**config.mk**
```make
export PLATFORM = sky130hd
export DESIGN_NAME = microwave_cook_ctrl_flat
export DESIGN_NICKNAME = d
export VERILOG_FILES = /design/src/rtl/microwave_cook_ctrl_if.sv /design/src/rtl/microwave_cook_ctrl.sv /design/src/flat_wrapper.sv
export SDC_FILE = /design/constraint.sdc
export NUM_CORES = 1
export LEC_CHECK = 0
export ABC_AREA = 1
export CAP_MARGIN = 20
export CORE_MARGIN = 2
export CORE_UTILIZATION = 64
export CTS_CLUSTER_SIZE = 16
export DETAILED_ROUTE_END_ITERATION = 6
export DONT_BUFFER_PORTS = 1
export GPL_TIMING_DRIVEN = 0
export HOLD_SLACK_MARGIN = 0.12
export PLACE_DENSITY_LB_ADDON = 0.15
export SYNTH_ARGS = -nofsm -noshare
export SYNTH_HDL_FRONTEND = slang
export SYNTH_SLANG_ARGS = --single-unit
```
**constraint.sdc**
```tcl
create_clock -name clock_in -period 4 [get_ports clock_in]
set_clock_uncertainty 0.05 [all_clocks]
set_input_delay 1 -clock clock_in [delete_from_list [all_inputs] [get_ports clock_in]]
set_output_delay 1 -clock clock_in [all_outputs]
set_load 0.03 [all_outputs]
```
**src/rtl/microwave_cook_ctrl_if.sv**
```systemverilog
// Control and display bundle between the oven front panel and the cook-cycle
// controller. The front panel (master) drives the buttons, the door switch and
// the 1 Hz tick. The controller (slave) drives the BCD time, the state code
// and the actuator enables.
interface microwave_cook_ctrl_if;
  logic       tick_in;
  logic       btn_add_min;
  logic       btn_add_10s;
  logic       btn_start;
  logic       btn_cancel;
  logic       door_open;
  logic [3:0] min_tens;
  logic [3:0] min_ones;
  logic [3:0] sec_tens;
  logic [3:0] sec_ones;
  logic [1:0] state;
  logic       magnetron_on;
  logic       lamp_on;
  logic       buzzer;

  modport master (
    output tick_in, btn_add_min, btn_add_10s, btn_start, btn_cancel, door_open,
    input  min_tens, min_ones, sec_tens, sec_ones, state,
    input  magnetron_on, lamp_on, buzzer
  );

  modport slave (
    input  tick_in, btn_add_min, btn_add_10s, btn_start, btn_cancel, door_open,
    output min_tens, min_ones, sec_tens, sec_ones, state,
    output magnetron_on, lamp_on, buzzer
  );
endinterface

```
**src/rtl/microwave_cook_ctrl.sv**
```systemverilog
// Cook-cycle controller: keeps the remaining time as BCD MM:SS, counts it down
// on each rising edge of the 1 Hz tick, and sequences magnetron, lamp and
// buzzer through IDLE/COOK/PAUSE/DONE. The magnetron enable is gated by the
// door switch combinationally so that opening the door cuts the heater off in
// the same cycle, without waiting for the state register.
module microwave_cook_ctrl #(
  parameter int BEEP_TICKS   = 3,
  parameter int MAX_MIN_TENS = 9
) (
  input  logic                  clock_in,
  input  logic                  reset_n,
  microwave_cook_ctrl_if.slave  bus
);

  typedef enum logic [1:0] {
    IDLE  = 2'd0,
    COOK  = 2'd1,
    PAUSE = 2'd2,
    DONE  = 2'd3
  } state_t;

  localparam logic [3:0] MAX_MT    = 4'(MAX_MIN_TENS);
  localparam logic [3:0] BEEP_LAST = 4'(BEEP_TICKS - 1);

  state_t     state_q;
  logic [3:0] minTens_q;
  logic [3:0] minOnes_q;
  logic [3:0] secTens_q;
  logic [3:0] secOnes_q;
  logic [3:0] beepCnt_q;
  logic       buzzer_q;
  logic       sync1_q;
  logic       sync2_q;
  logic       hist_q;

  logic        tickP;
  logic [15:0] timeNow;
  logic [15:0] timeAddMin_d;
  logic [15:0] timeAdd10s_d;
  logic [15:0] timeDec_d;
  logic        timeIsZero;
  logic        timeIsOne;

  assign timeNow    = {minTens_q, minOnes_q, secTens_q, secOnes_q};
  assign timeIsZero = (timeNow == 16'h0000);
  assign timeIsOne  = (timeNow == 16'h0001);
  assign tickP      = sync2_q & ~hist_q;

  // Bring the free-running 1 Hz square wave into the clock domain and keep
  // one extra stage of history so only its rising edge produces a pulse.
  always_ff @(posedge clock_in or negedge reset_n) begin
    if (!reset_n) begin
      sync1_q <= 1'b0;
      sync2_q <= 1'b0;
      hist_q  <= 1'b0;
    end else begin
      sync1_q <= bus.tick_in;
      sync2_q <= sync1_q;
      hist_q  <= sync2_q;
    end
  end

  // One minute up, carrying ones into tens; holds once the top value is reached.
  always_comb begin
    timeAddMin_d = timeNow;
    if (minOnes_q != 4'd9) begin
      timeAddMin_d[11:8] = minOnes_q + 4'd1;
    end else if (minTens_q != MAX_MT) begin
      timeAddMin_d[15:12] = minTens_q + 4'd1;
      timeAddMin_d[11:8]  = 4'd0;
    end
  end

  // Ten seconds up; a carry out of the minutes pins the display at max:59.
  always_comb begin
    timeAdd10s_d = timeNow;
    if (secTens_q != 4'd5) begin
      timeAdd10s_d[7:4] = secTens_q + 4'd1;
    end else if (minOnes_q != 4'd9) begin
      timeAdd10s_d[11:8] = minOnes_q + 4'd1;
      timeAdd10s_d[7:4]  = 4'd0;
    end else if (minTens_q != MAX_MT) begin
      timeAdd10s_d[15:12] = minTens_q + 4'd1;
      timeAdd10s_d[11:8]  = 4'd0;
      timeAdd10s_d[7:4]   = 4'd0;
    end else begin
      timeAdd10s_d[7:4] = 4'd5;
      timeAdd10s_d[3:0] = 4'd9;
    end
  end

  // One second down with BCD borrows; only used when the time is nonzero.
  always_comb begin
    timeDec_d = timeNow;
    if (secOnes_q != 4'd0) begin
      timeDec_d[3:0] = secOnes_q - 4'd1;
    end else begin
      timeDec_d[3:0] = 4'd9;
      if (secTens_q != 4'd0) begin
        timeDec_d[7:4] = secTens_q - 4'd1;
      end else begin
        timeDec_d[7:4] = 4'd5;
        if (minOnes_q != 4'd0) begin
          timeDec_d[11:8] = minOnes_q - 4'd1;
        end else begin
          timeDec_d[11:8]  = 4'd9;
          timeDec_d[15:12] = minTens_q - 4'd1;
        end
      end
    end
  end

  // Main sequencer: one event acts per cycle in the order
  // cancel, door, start, add, tick; whatever loses is dropped.
  always_ff @(posedge clock_in or negedge reset_n) begin
    if (!reset_n) begin
      state_q   <= IDLE;
      {minTens_q, minOnes_q, secTens_q, secOnes_q} <= 16'h0000;
      beepCnt_q <= 4'd0;
      buzzer_q  <= 1'b0;
    end else begin
      case (state_q)
        IDLE: begin
          if (bus.btn_cancel) begin
            {minTens_q, minOnes_q, secTens_q, secOnes_q} <= 16'h0000;
          end else if (bus.btn_start) begin
            if (!bus.door_open && !timeIsZero) begin
              state_q <= COOK;
            end
          end else if (bus.btn_add_min) begin
            {minTens_q, minOnes_q, secTens_q, secOnes_q} <= timeAddMin_d;
          end else if (bus.btn_add_10s) begin
            {minTens_q, minOnes_q, secTens_q, secOnes_q} <= timeAdd10s_d;
          end
        end

        COOK: begin
          if (bus.btn_cancel || bus.door_open) begin
            state_q <= PAUSE;
          end else if (bus.btn_add_min) begin
            {minTens_q, minOnes_q, secTens_q, secOnes_q} <= timeAddMin_d;
          end else if (bus.btn_add_10s) begin
            {minTens_q, minOnes_q, secTens_q, secOnes_q} <= timeAdd10s_d;
          end else if (tickP) begin
            if (timeIsOne || timeIsZero) begin
              {minTens_q, minOnes_q, secTens_q, secOnes_q} <= 16'h0000;
              state_q   <= DONE;
              buzzer_q  <= 1'b1;
              beepCnt_q <= 4'd0;
            end else begin
              {minTens_q, minOnes_q, secTens_q, secOnes_q} <= timeDec_d;
            end
          end
        end

        PAUSE: begin
          if (bus.btn_cancel) begin
            state_q <= IDLE;
            {minTens_q, minOnes_q, secTens_q, secOnes_q} <= 16'h0000;
          end else if (bus.btn_start) begin
            if (!bus.door_open) begin
              state_q <= COOK;
            end
          end else if (bus.btn_add_min) begin
            {minTens_q, minOnes_q, secTens_q, secOnes_q} <= timeAddMin_d;
          end else if (bus.btn_add_10s) begin
            {minTens_q, minOnes_q, secTens_q, secOnes_q} <= timeAdd10s_d;
          end
        end

        DONE: begin
          if (bus.btn_cancel || bus.door_open) begin
            state_q   <= IDLE;
            buzzer_q  <= 1'b0;
            beepCnt_q <= 4'd0;
          end else if (tickP) begin
            if (beepCnt_q == BEEP_LAST) begin
              state_q   <= IDLE;
              buzzer_q  <= 1'b0;
              beepCnt_q <= 4'd0;
            end else begin
              beepCnt_q <= beepCnt_q + 4'd1;
            end
          end
        end

        default: begin
          state_q  <= IDLE;
          buzzer_q <= 1'b0;
        end
      endcase
    end
  end

  assign bus.state        = state_q;
  assign bus.min_tens     = minTens_q;
  assign bus.min_ones     = minOnes_q;
  assign bus.sec_tens     = secTens_q;
  assign bus.sec_ones     = secOnes_q;
  assign bus.buzzer       = buzzer_q;
  assign bus.magnetron_on = (state_q == COOK) & ~bus.door_open;
  assign bus.lamp_on      = (state_q == COOK) | bus.door_open;

endmodule

```
**src/flat_wrapper.sv**
```systemverilog
// flat-port wrapper written by rule: the top's interface ports become plain ports
module microwave_cook_ctrl_flat 
#(
  parameter int BEEP_TICKS   = 3,
  parameter int MAX_MIN_TENS = 9
)
  (clock_in, reset_n, bus_tick_in, bus_btn_add_min, bus_btn_add_10s, bus_btn_start, bus_btn_cancel, bus_door_open, bus_min_tens, bus_min_ones, bus_sec_tens, bus_sec_ones, bus_state, bus_magnetron_on, bus_lamp_on, bus_buzzer);
  microwave_cook_ctrl_if bus_i ();
  input  logic clock_in;
  input  logic reset_n;
  input wire logic [$bits(bus_i.tick_in)-1:0] bus_tick_in;
  input wire logic [$bits(bus_i.btn_add_min)-1:0] bus_btn_add_min;
  input wire logic [$bits(bus_i.btn_add_10s)-1:0] bus_btn_add_10s;
  input wire logic [$bits(bus_i.btn_start)-1:0] bus_btn_start;
  input wire logic [$bits(bus_i.btn_cancel)-1:0] bus_btn_cancel;
  input wire logic [$bits(bus_i.door_open)-1:0] bus_door_open;
  output wire logic [$bits(bus_i.min_tens)-1:0] bus_min_tens;
  output wire logic [$bits(bus_i.min_ones)-1:0] bus_min_ones;
  output wire logic [$bits(bus_i.sec_tens)-1:0] bus_sec_tens;
  output wire logic [$bits(bus_i.sec_ones)-1:0] bus_sec_ones;
  output wire logic [$bits(bus_i.state)-1:0] bus_state;
  output wire logic [$bits(bus_i.magnetron_on)-1:0] bus_magnetron_on;
  output wire logic [$bits(bus_i.lamp_on)-1:0] bus_lamp_on;
  output wire logic [$bits(bus_i.buzzer)-1:0] bus_buzzer;
  assign bus_i.tick_in = bus_tick_in;
  assign bus_i.btn_add_min = bus_btn_add_min;
  assign bus_i.btn_add_10s = bus_btn_add_10s;
  assign bus_i.btn_start = bus_btn_start;
  assign bus_i.btn_cancel = bus_btn_cancel;
  assign bus_i.door_open = bus_door_open;
  assign bus_min_tens = bus_i.min_tens;
  assign bus_min_ones = bus_i.min_ones;
  assign bus_sec_tens = bus_i.sec_tens;
  assign bus_sec_ones = bus_i.sec_ones;
  assign bus_state = bus_i.state;
  assign bus_magnetron_on = bus_i.magnetron_on;
  assign bus_lamp_on = bus_i.lamp_on;
  assign bus_buzzer = bus_i.buzzer;
  microwave_cook_ctrl #(.BEEP_TICKS(BEEP_TICKS), .MAX_MIN_TENS(MAX_MIN_TENS)) u_core (.clock_in(clock_in), .reset_n(reset_n), .bus(bus_i));
endmodule
```
# Word level (Yosys, flattened, before mapping)
# Index checks and enable logic that the tools add are counted.
# totals
ff_bits,26
in_bits,8
out_inout_bits,21
elab_cells,166
# classes
n_addsub,8
eq_ne,34
n_mux,89
n_bitwise,5
n_reduce_logical,20
# ops
operator,n
two-way mux 4 bit,54
case mux 4 bit (2 select lines),5
two-way mux 8 bit,4
two-way mux 2 bit,14
AND reduction 8 bit,3
AND reduction 7 bit,3
"adder 4 x 1 -> 4 bit, second input constant",4
"equality test 16 x 1 -> 1 bit, second input constant",1
zero test 16 bit,1
"subtractor 4 x 1 -> 4 bit, second input constant",4
"inequality test 3 x 1 -> 1 bit, second input constant",5
"inequality test 3 x 2 -> 1 bit, second input constant",5
"inequality test 5 bit, second input constant",3
two-way mux 12 bit,1
"inequality test 4 bit, second input constant",3
nonzero test 4 bit,3
AND reduction 11 bit,1
"inequality test 2 bit, second input constant",5
two-way mux 1 bit,8
"inequality test 4 x 3 -> 1 bit, second input constant",2
case mux 2 bit (4 select lines),1
"inequality test 2 x 1 -> 1 bit, second input constant",3
"inequality test 3 bit, second input constant",2
"equality test 2 bit, second input constant",2
other kinds (14),19

# Depth between registers and ports, before layout
# Gate-level depths: netlist of run 1.
# logic_depth
word_depth,10
mapped_depth,12
depth_no_buf,12

# Worst setup path before layout of run 1
# Ideal clock, no wire load.
# synth_path
path_type,in2out
start,input bus_door_open
end,output bus_magnetron_on
arrival_time_ps,1413
required_ps,2950
setup_slack_ps,1537
stages,1
n_path_buf,0
path_cell_list,nor2_1
# synth_via
elab_chain_len,2
# synth_lines
element,line,source
start: declaration,flat_wrapper.sv:16,input wire logic [$bits(bus_i.door_open)-1:0] bus_door_open;
NOT 1 bit,microwave_cook_ctrl.sv:201,assign bus.magnetron_on = (state_q == COOK) & ~bus.door_open;
bitwise AND 1 bit,microwave_cook_ctrl.sv:201,
end: declaration,flat_wrapper.sv:22,output wire logic [$bits(bus_i.magnetron_on)-1:0] bus_magnetron_on;
# No other way between the ends.

# Final worst setup path of run 1
# layout_path
start,register u_core.state_q[0] (netlist: u_core.bus.state[0])
end,output bus_magnetron_on
# layout_via
elab_chain_len,2
# layout_lines
element,line,source
start: declaration,microwave_cook_ctrl.sv:25,state_t state_q;
start signal: assignment,microwave_cook_ctrl.sv:117,state_q <= IDLE;
start signal: assignment,microwave_cook_ctrl.sv:128,state_q <= COOK;
start signal: assignment,microwave_cook_ctrl.sv:139,state_q <= PAUSE;
equality test 2 x 1 -> 1 bit,microwave_cook_ctrl.sv:201,
bitwise AND 1 bit,microwave_cook_ctrl.sv:201,
# No other way between the ends.

==> results of run 1 <==
-- layout by cell type (no fill, tap or decap), drive strengths merged --
cell / Yosys / layout
o211ai: 3 / 3
xor2: 3 / 3
nor3: 4 / 4
buf: 1 / 1
or2: 2 / 2
xnor2: 3 / 3
nand2: 86 / 86
nand4: 7 / 7
o31ai: 1 / 1
dfrtp: 26 / 26
nor2: 42 / 42
nand3: 35 / 35
o22ai: 4 / 4
inv: 50 / 50
clkbuf: 0 / 3
ha: 11 / 11
o21a: 2 / 2
a21oi: 15 / 15
bufinv: 0 / 1
o21ai: 36 / 36
-- kinds of logic (layout without fill, tap and decap cells) --
logic type	after synthesis	count (layout)	synth area share
buffers and inverters	51	55	0.0877
DFF	26	26	0.296
adders and majority gates	11	11	0.0627
and+or+nand+nor	176	176	0.376
AOI/OAI and AO/OA	61	61	0.153
xor gates and xnor gates	6	6	0.0239
-- sequential cells by signal, summed over array words and instances, names as in the netlist --
signal	count
u_core.bus.state	2
u_core.sync2_q	1
u_core.beepCnt_q	4
u_core.bus.min_tens	4
u_core.bus.buzzer	1
u_core.bus.min_ones	4
u_core.sync1_q	1
u_core.bus.sec_ones	4
u_core.hist_q	1
u_core.bus.sec_tens	4
-- where the power goes --
part	switching, uW	internal, uW
Sequential	299	346
Clock	79.4	101
Combinational	678	351
Total	1060	798
-- critical path: cells and delay by family, from the launching register on --
family	cells	cell delay [ns]
buf+inv	2	0.29
flops	1	0.59
simple gates	2	0.58
-- cell usage after synthesis, drive strengths merged --
| cell | count | area (sq um) |
|---|---|---|
| xnor2 | 3 | 26.3 |
| o22ai | 4 | 25.0 |
| xor2 | 3 | 26.3 |
| a21oi | 15 | 78.8 |
| dfrtp | 26 | 651 |
| inv | 50 | 188 |
| or2 | 2 | 15.0 |
| o21a | 2 | 15.0 |
| o21ai | 36 | 188 |
| nor2 | 42 | 199 |
| buf | 1 | 5.00 |
| nand2 | 86 | 333 |
| nand4 | 7 | 43.8 |
| nor3 | 4 | 20.0 |
| o31ai | 1 | 7.51 |
| o211ai | 3 | 22.5 |
| ha | 11 | 138 |
| nand3 | 35 | 215 |
-- through the flow --
step	area, sq um	instances	hold slack (ns)	power [uW]	setup slack, ns
after floorplan	2200	331	0.281	1460	1.54
after global placement	2250	377	0.282	1640	1.53
after detailed placement	2250	377	0.286	1660	1.53
after CTS	2310	381	0.288	1850	1.16
after global routing	2310	381	0.267	2030	1.04
final	2310	381	0.293	1850	1.17
-- area by class of cell --
class / instances / area [sq um]
plain buffers: 1 / 5.00
inverters: 50 / 188
well taps: 46 / 57.6
clock inverters: 1 / 30.0
fillers: 318 / 1000
multi-input cells: 254 / 1350
clock buffers: 3 / 22.5
flip-flops and latches: 26 / 651
-- layer usage --
layer | vias up | GRT usage | routed length, um
li1 | 1093 | - | -
met1 | 985 | 0.385 | 2340
met2 | 93 | 0.445 | 2290
met3 | 10 | 0.0396 | 315
met4 | 0 | 0.0667 | 63
met5 | - | 0 | 0
-- path summary, 6_finish.rpt --
path	endpoint	start	depth (start not counted)	slack (ns)
max	bus_magnetron_on	u_core.bus.state[0]	4	1.17
min reg2reg	u_core.sync2_q	u_core.sync1_q	0	0.32
max in group asynchronous	u_core.bus.min_ones[1]	reset_n	0	3.53
max reg2reg	u_core.bus.min_ones[0]	u_core.bus.min_ones[0]	12	1.63
min	u_core.bus.sec_tens[3]	reset_n	0	0.29
min in group clock_in	u_core.sync2_q	u_core.sync1_q	0	0.32
==> metrics.cfg, run 1 <==
[critical_path]
arrival_ns=1.78
critPathLaunchType=flip-flop
worstPathRequired_ns=2.95
endpoint_kind=primary output
cp_max_fo=7
max_stage_delay_ns=0.59
slowest_stage=dfrtp_1
crit_type=flip-flop to primary output
crit_chain=inv_1 -> nor2_4 -> inv_2 -> nor2_1

[global_routing]
track_usage=0.273
antenna_found_initial=0
grt_pass1_vias=1967
grt_pass1_wl_um=8710
overflow=0
grt_start_max_net_pins=27

[synth]
ys_ff_latch=26
synth.distinct_cells=29
syn-cell-area_sq_um=2200
syn_avg_cell_area_sq_um=6.63
synth_warnings=0
synth_nets=350
synth_seq_area_share=0.296
synth_cells=331

[floorplan]
die_y_um=62.6
die_x_um=62.6
start_util=0.663
io_pins=29
rows=21
dieArea_sq_um=3920
coreArea_sq_um=3310

[hold_path]
hp-class=input pin to async pin

[cts]
clk_latency_ns=0.32
cts_setup_buffers=0
cts_buffers=3
ctsResizeCount=0
clkTransAtPathRegs_ns=0.14
clock-root-buffer=clkbuf_4
ctsHoldBuffers=0
cts.sink_count=26
cts_tree=built
cts_buffer_depth=2
htreeDepth=1

[final_layout]
finish.utilization=0.697
drive_above_1_share=0.0955
nNetsFinal=355
area_delta_synth_final_pct=5.01
antennaDiodeCount=0

[detailed_routing]
wirelength_um=5010
drc=0
vias_per_cell=5.72
drt-initial-drc-count=176
drt-wirelength-per-cell_um=13.2
first_pass_iters=5
ant_nets=0
routed-via-count=2181

[place]
numPortBuffers=0
dp_hpwl_um=3900
globalplace.congestion=0.924

[timing]
period_share=0.708
worst_slew_pin_slew_ns=0.540
post-route-min-period_ns=2.83
fmax_mhz=353
hold_viol_final=0
rsz0062_at_grt=false
relSlewSlack=0.639
finalSetupViolations=0
setup_tns_ns=0
finalMaxSlewViolations=0

[job]
drv_cap=0

[pwr]
power.static_leakage_uw=0.00116
max-vdd-ir-drop_v=0.000454
cellPowerDensity_nw_per_um2=804

[run_status]
status=complete, no violations

No activity file was read; power rests on OpenSTA's default activity.
==> run 2: changes to the inputs <==
- CORE_UTILIZATION: 64 -> 58
- clock period: 4 -> 2.6 ns (I/O delays scaled with it)
==> run 2 against run 1 <==
  * Wire length is 2.7% higher
  * Utilization down 5.5 points
  * Sequential cell count is the same
==> metrics.cfg, run 2 (synthesis gave the netlist of run 1 again) <==
[cts]
cts.sink_count=26  ; unchanged
htreeDepth=1  ; unchanged
cts_setup_buffers=0  ; unchanged
cts_tree=built
clock-root-buffer=clkbuf_8
clkTransAtPathRegs_ns=0.09  ; -0.05 ns
clk_latency_ns=0.28  ; -0.04 ns
cts_buffer_depth=2  ; unchanged
cts_buffers=3  ; unchanged

[final_layout]
antennaDiodeCount=0  ; unchanged
area_delta_synth_final_pct=6.95
layout_common_cells=nand2_1, inv_1, nor2_1
nNetsFinal=356  ; +0.28%
final_common_cell=nand2_1
drive_above_1_share=0.101  ; +0.00567

[pwr]
switching_share=0.561  ; -0.00888
p_comb_frac=0.544  ; -0.010
cell_internal_pwr_uw=1280  ; +61%
clock_power_share=0.117  ; +0.020
power_uw=2920  ; +58%
p_sw_uw=1640  ; +55%
cellPowerDensity_nw_per_um2=1240  ; +55%
power.static_leakage_uw=0.00118  ; +1.4%
p_seq_frac=0.339  ; -0.009
max-vdd-ir-drop_v=0.000705  ; +55%

[place]
dp_hpwl_um=3920  ; +0.47%
globalplace.congestion=0.927  ; +0.31%
place_ws_ns=0.239  ; -1.29 ns
numPortBuffers=0  ; unchanged

[critical_path]
rr_worst_depth=11  ; -1
endpoint_kind=primary output
critPathLaunchType=flip-flop
cp_max_fo=7  ; unchanged
crit_type=flip-flop to primary output
worstPathRequired_ns=1.90  ; -1.05 ns
arrival_ns=1.72  ; -0.06 ns

[floorplan]
io_pins=29  ; unchanged
coreArea_sq_um=3660  ; +11%
rows=22  ; +4.8%
dieArea_sq_um=4290  ; +9.7%
start_util=0.600  ; -0.0635
die_x_um=65.5  ; +4.7%
die_y_um=65.5  ; +4.7%

[timing]
hold_viol_final=0  ; unchanged
fin_ws_ns=0.185  ; -0.984 ns
fmax_mhz=414
post-route-min-period_ns=2.42
rsz0062_at_grt=false
relSlewSlack=0.629  ; -0.00969
finalSetupViolations=0  ; unchanged
worst_slew_pin_slew_ns=0.553  ; +0.0128 ns
period_share=0.929
setup_tns_ns=0  ; unchanged
finalMaxSlewViolations=0  ; unchanged

[detailed_routing]
drc=0  ; unchanged
vias_per_cell=5.53  ; -3.4%
routed-via-count=2124  ; -2.6%
ant_nets=0  ; unchanged
first_pass_iters=5  ; unchanged
wirelength_um=5150  ; +2.7%
drt-initial-drc-count=144  ; -18%
drt-wirelength-per-cell_um=13.4  ; +1.9%

[hold_path]
hp-class=input pin to async pin

[global_routing]
grt_start_max_net_pins=27  ; unchanged
grt_pass1_wl_um=8740  ; +0.32%
grt_pass1_vias=2036  ; +3.5%
antenna_found_initial=0  ; unchanged
track_usage=0.262  ; -0.0113
overflow=0  ; unchanged

[job]
drv_cap=0  ; unchanged

[run_status]
status=complete, no violations

-- run 2: cell types whose count changed in the layout (fill, tap and decap cells not counted), sizes merged --
| cell | before | now |
|---|---|---|
| buf | 1 | 2 |
-- run 2: layer usage --
layer | vias to the layer above | wire length (um) | track usage
li1 | 1086 | - | -
met1 | 973 | 2400 | 0.332
met2 | 58 | 2400 | 0.430
met3 | 7 | 273 | 0.0599
met4 | 0 | 72 | 0.107
met5 | - | 0 | 0
-- run 2: worst paths after layout --
path | startpoint | endpoint | slack, ns
hold / removal | reset_n | u_core.bus.min_tens[1] | 0.12
min in group clock_in | u_core.sync1_q | u_core.sync2_q | 0.31
setup reg to reg | u_core.bus.min_tens[1] | u_core.bus.sec_ones[1] | 0.35
hold reg to reg | u_core.sync1_q | u_core.sync2_q | 0.31
max in group asynchronous | reset_n | u_core.bus.min_ones[0] | 2.20
setup / recovery | u_core.bus.state[0] | bus_magnetron_on | 0.18
-- run 2: worst max-delay path: stages (launching register included) --
cell and delay (ns):
dfrtp_1 0.58, inv_1 0.18, nor2_4 0.15, inv_2 0.09
nor2_1 0.43
-- run 2: stage by stage --
stage / std cells / area (sq um) / utilization / hold slack (ns)
2_1_floorplan: 331 / 2200 / - / 0.281
3_3_place_gp: 379 / 2260 / 0.616 / 0.288
3_5_place_dp: 379 / 2260 / 0.616 / 0.292
5_1_grt: 384 / 2350 / 0.641 / 0.129
6_report: 384 / 2350 / 0.641 / 0.123
4_1_cts: 384 / 2350 / 0.641 / 0.126
-- run 2: timing repair --
| action | CTS | global route |
|---|---|---|
| gates resized for setup | 0 | 1 |
| hold buffers | 1 | 0 |
| endpoints found under the hold margin | 26 | 0 |
| endpoints found under the setup margin | 0 | 3 |
-- run 2: area by class of cell --
class / count / area, sq um
flip-flops and latches: 26 / 652
multi-input cells: 254 / 1350
plain buffers: 1 / 5.00
repair buffers: 1 / 20.0
clock buffers: 3 / 41.3
well taps: 48 / 60.1
fillers: 321 / 1310
clock inverters: 1 / 30.0
inverters: 50 / 188
-- run 2: power groups by stage --
stage	Combinational (uW)	Clock, uW	Sequential, uW
after floorplan	1290	0	947
after detailed placement	1550	0	1000
after global routing	1810	366	1020
after global placement	1530	0	999
after CTS	1580	348	991
final	1590	340	991
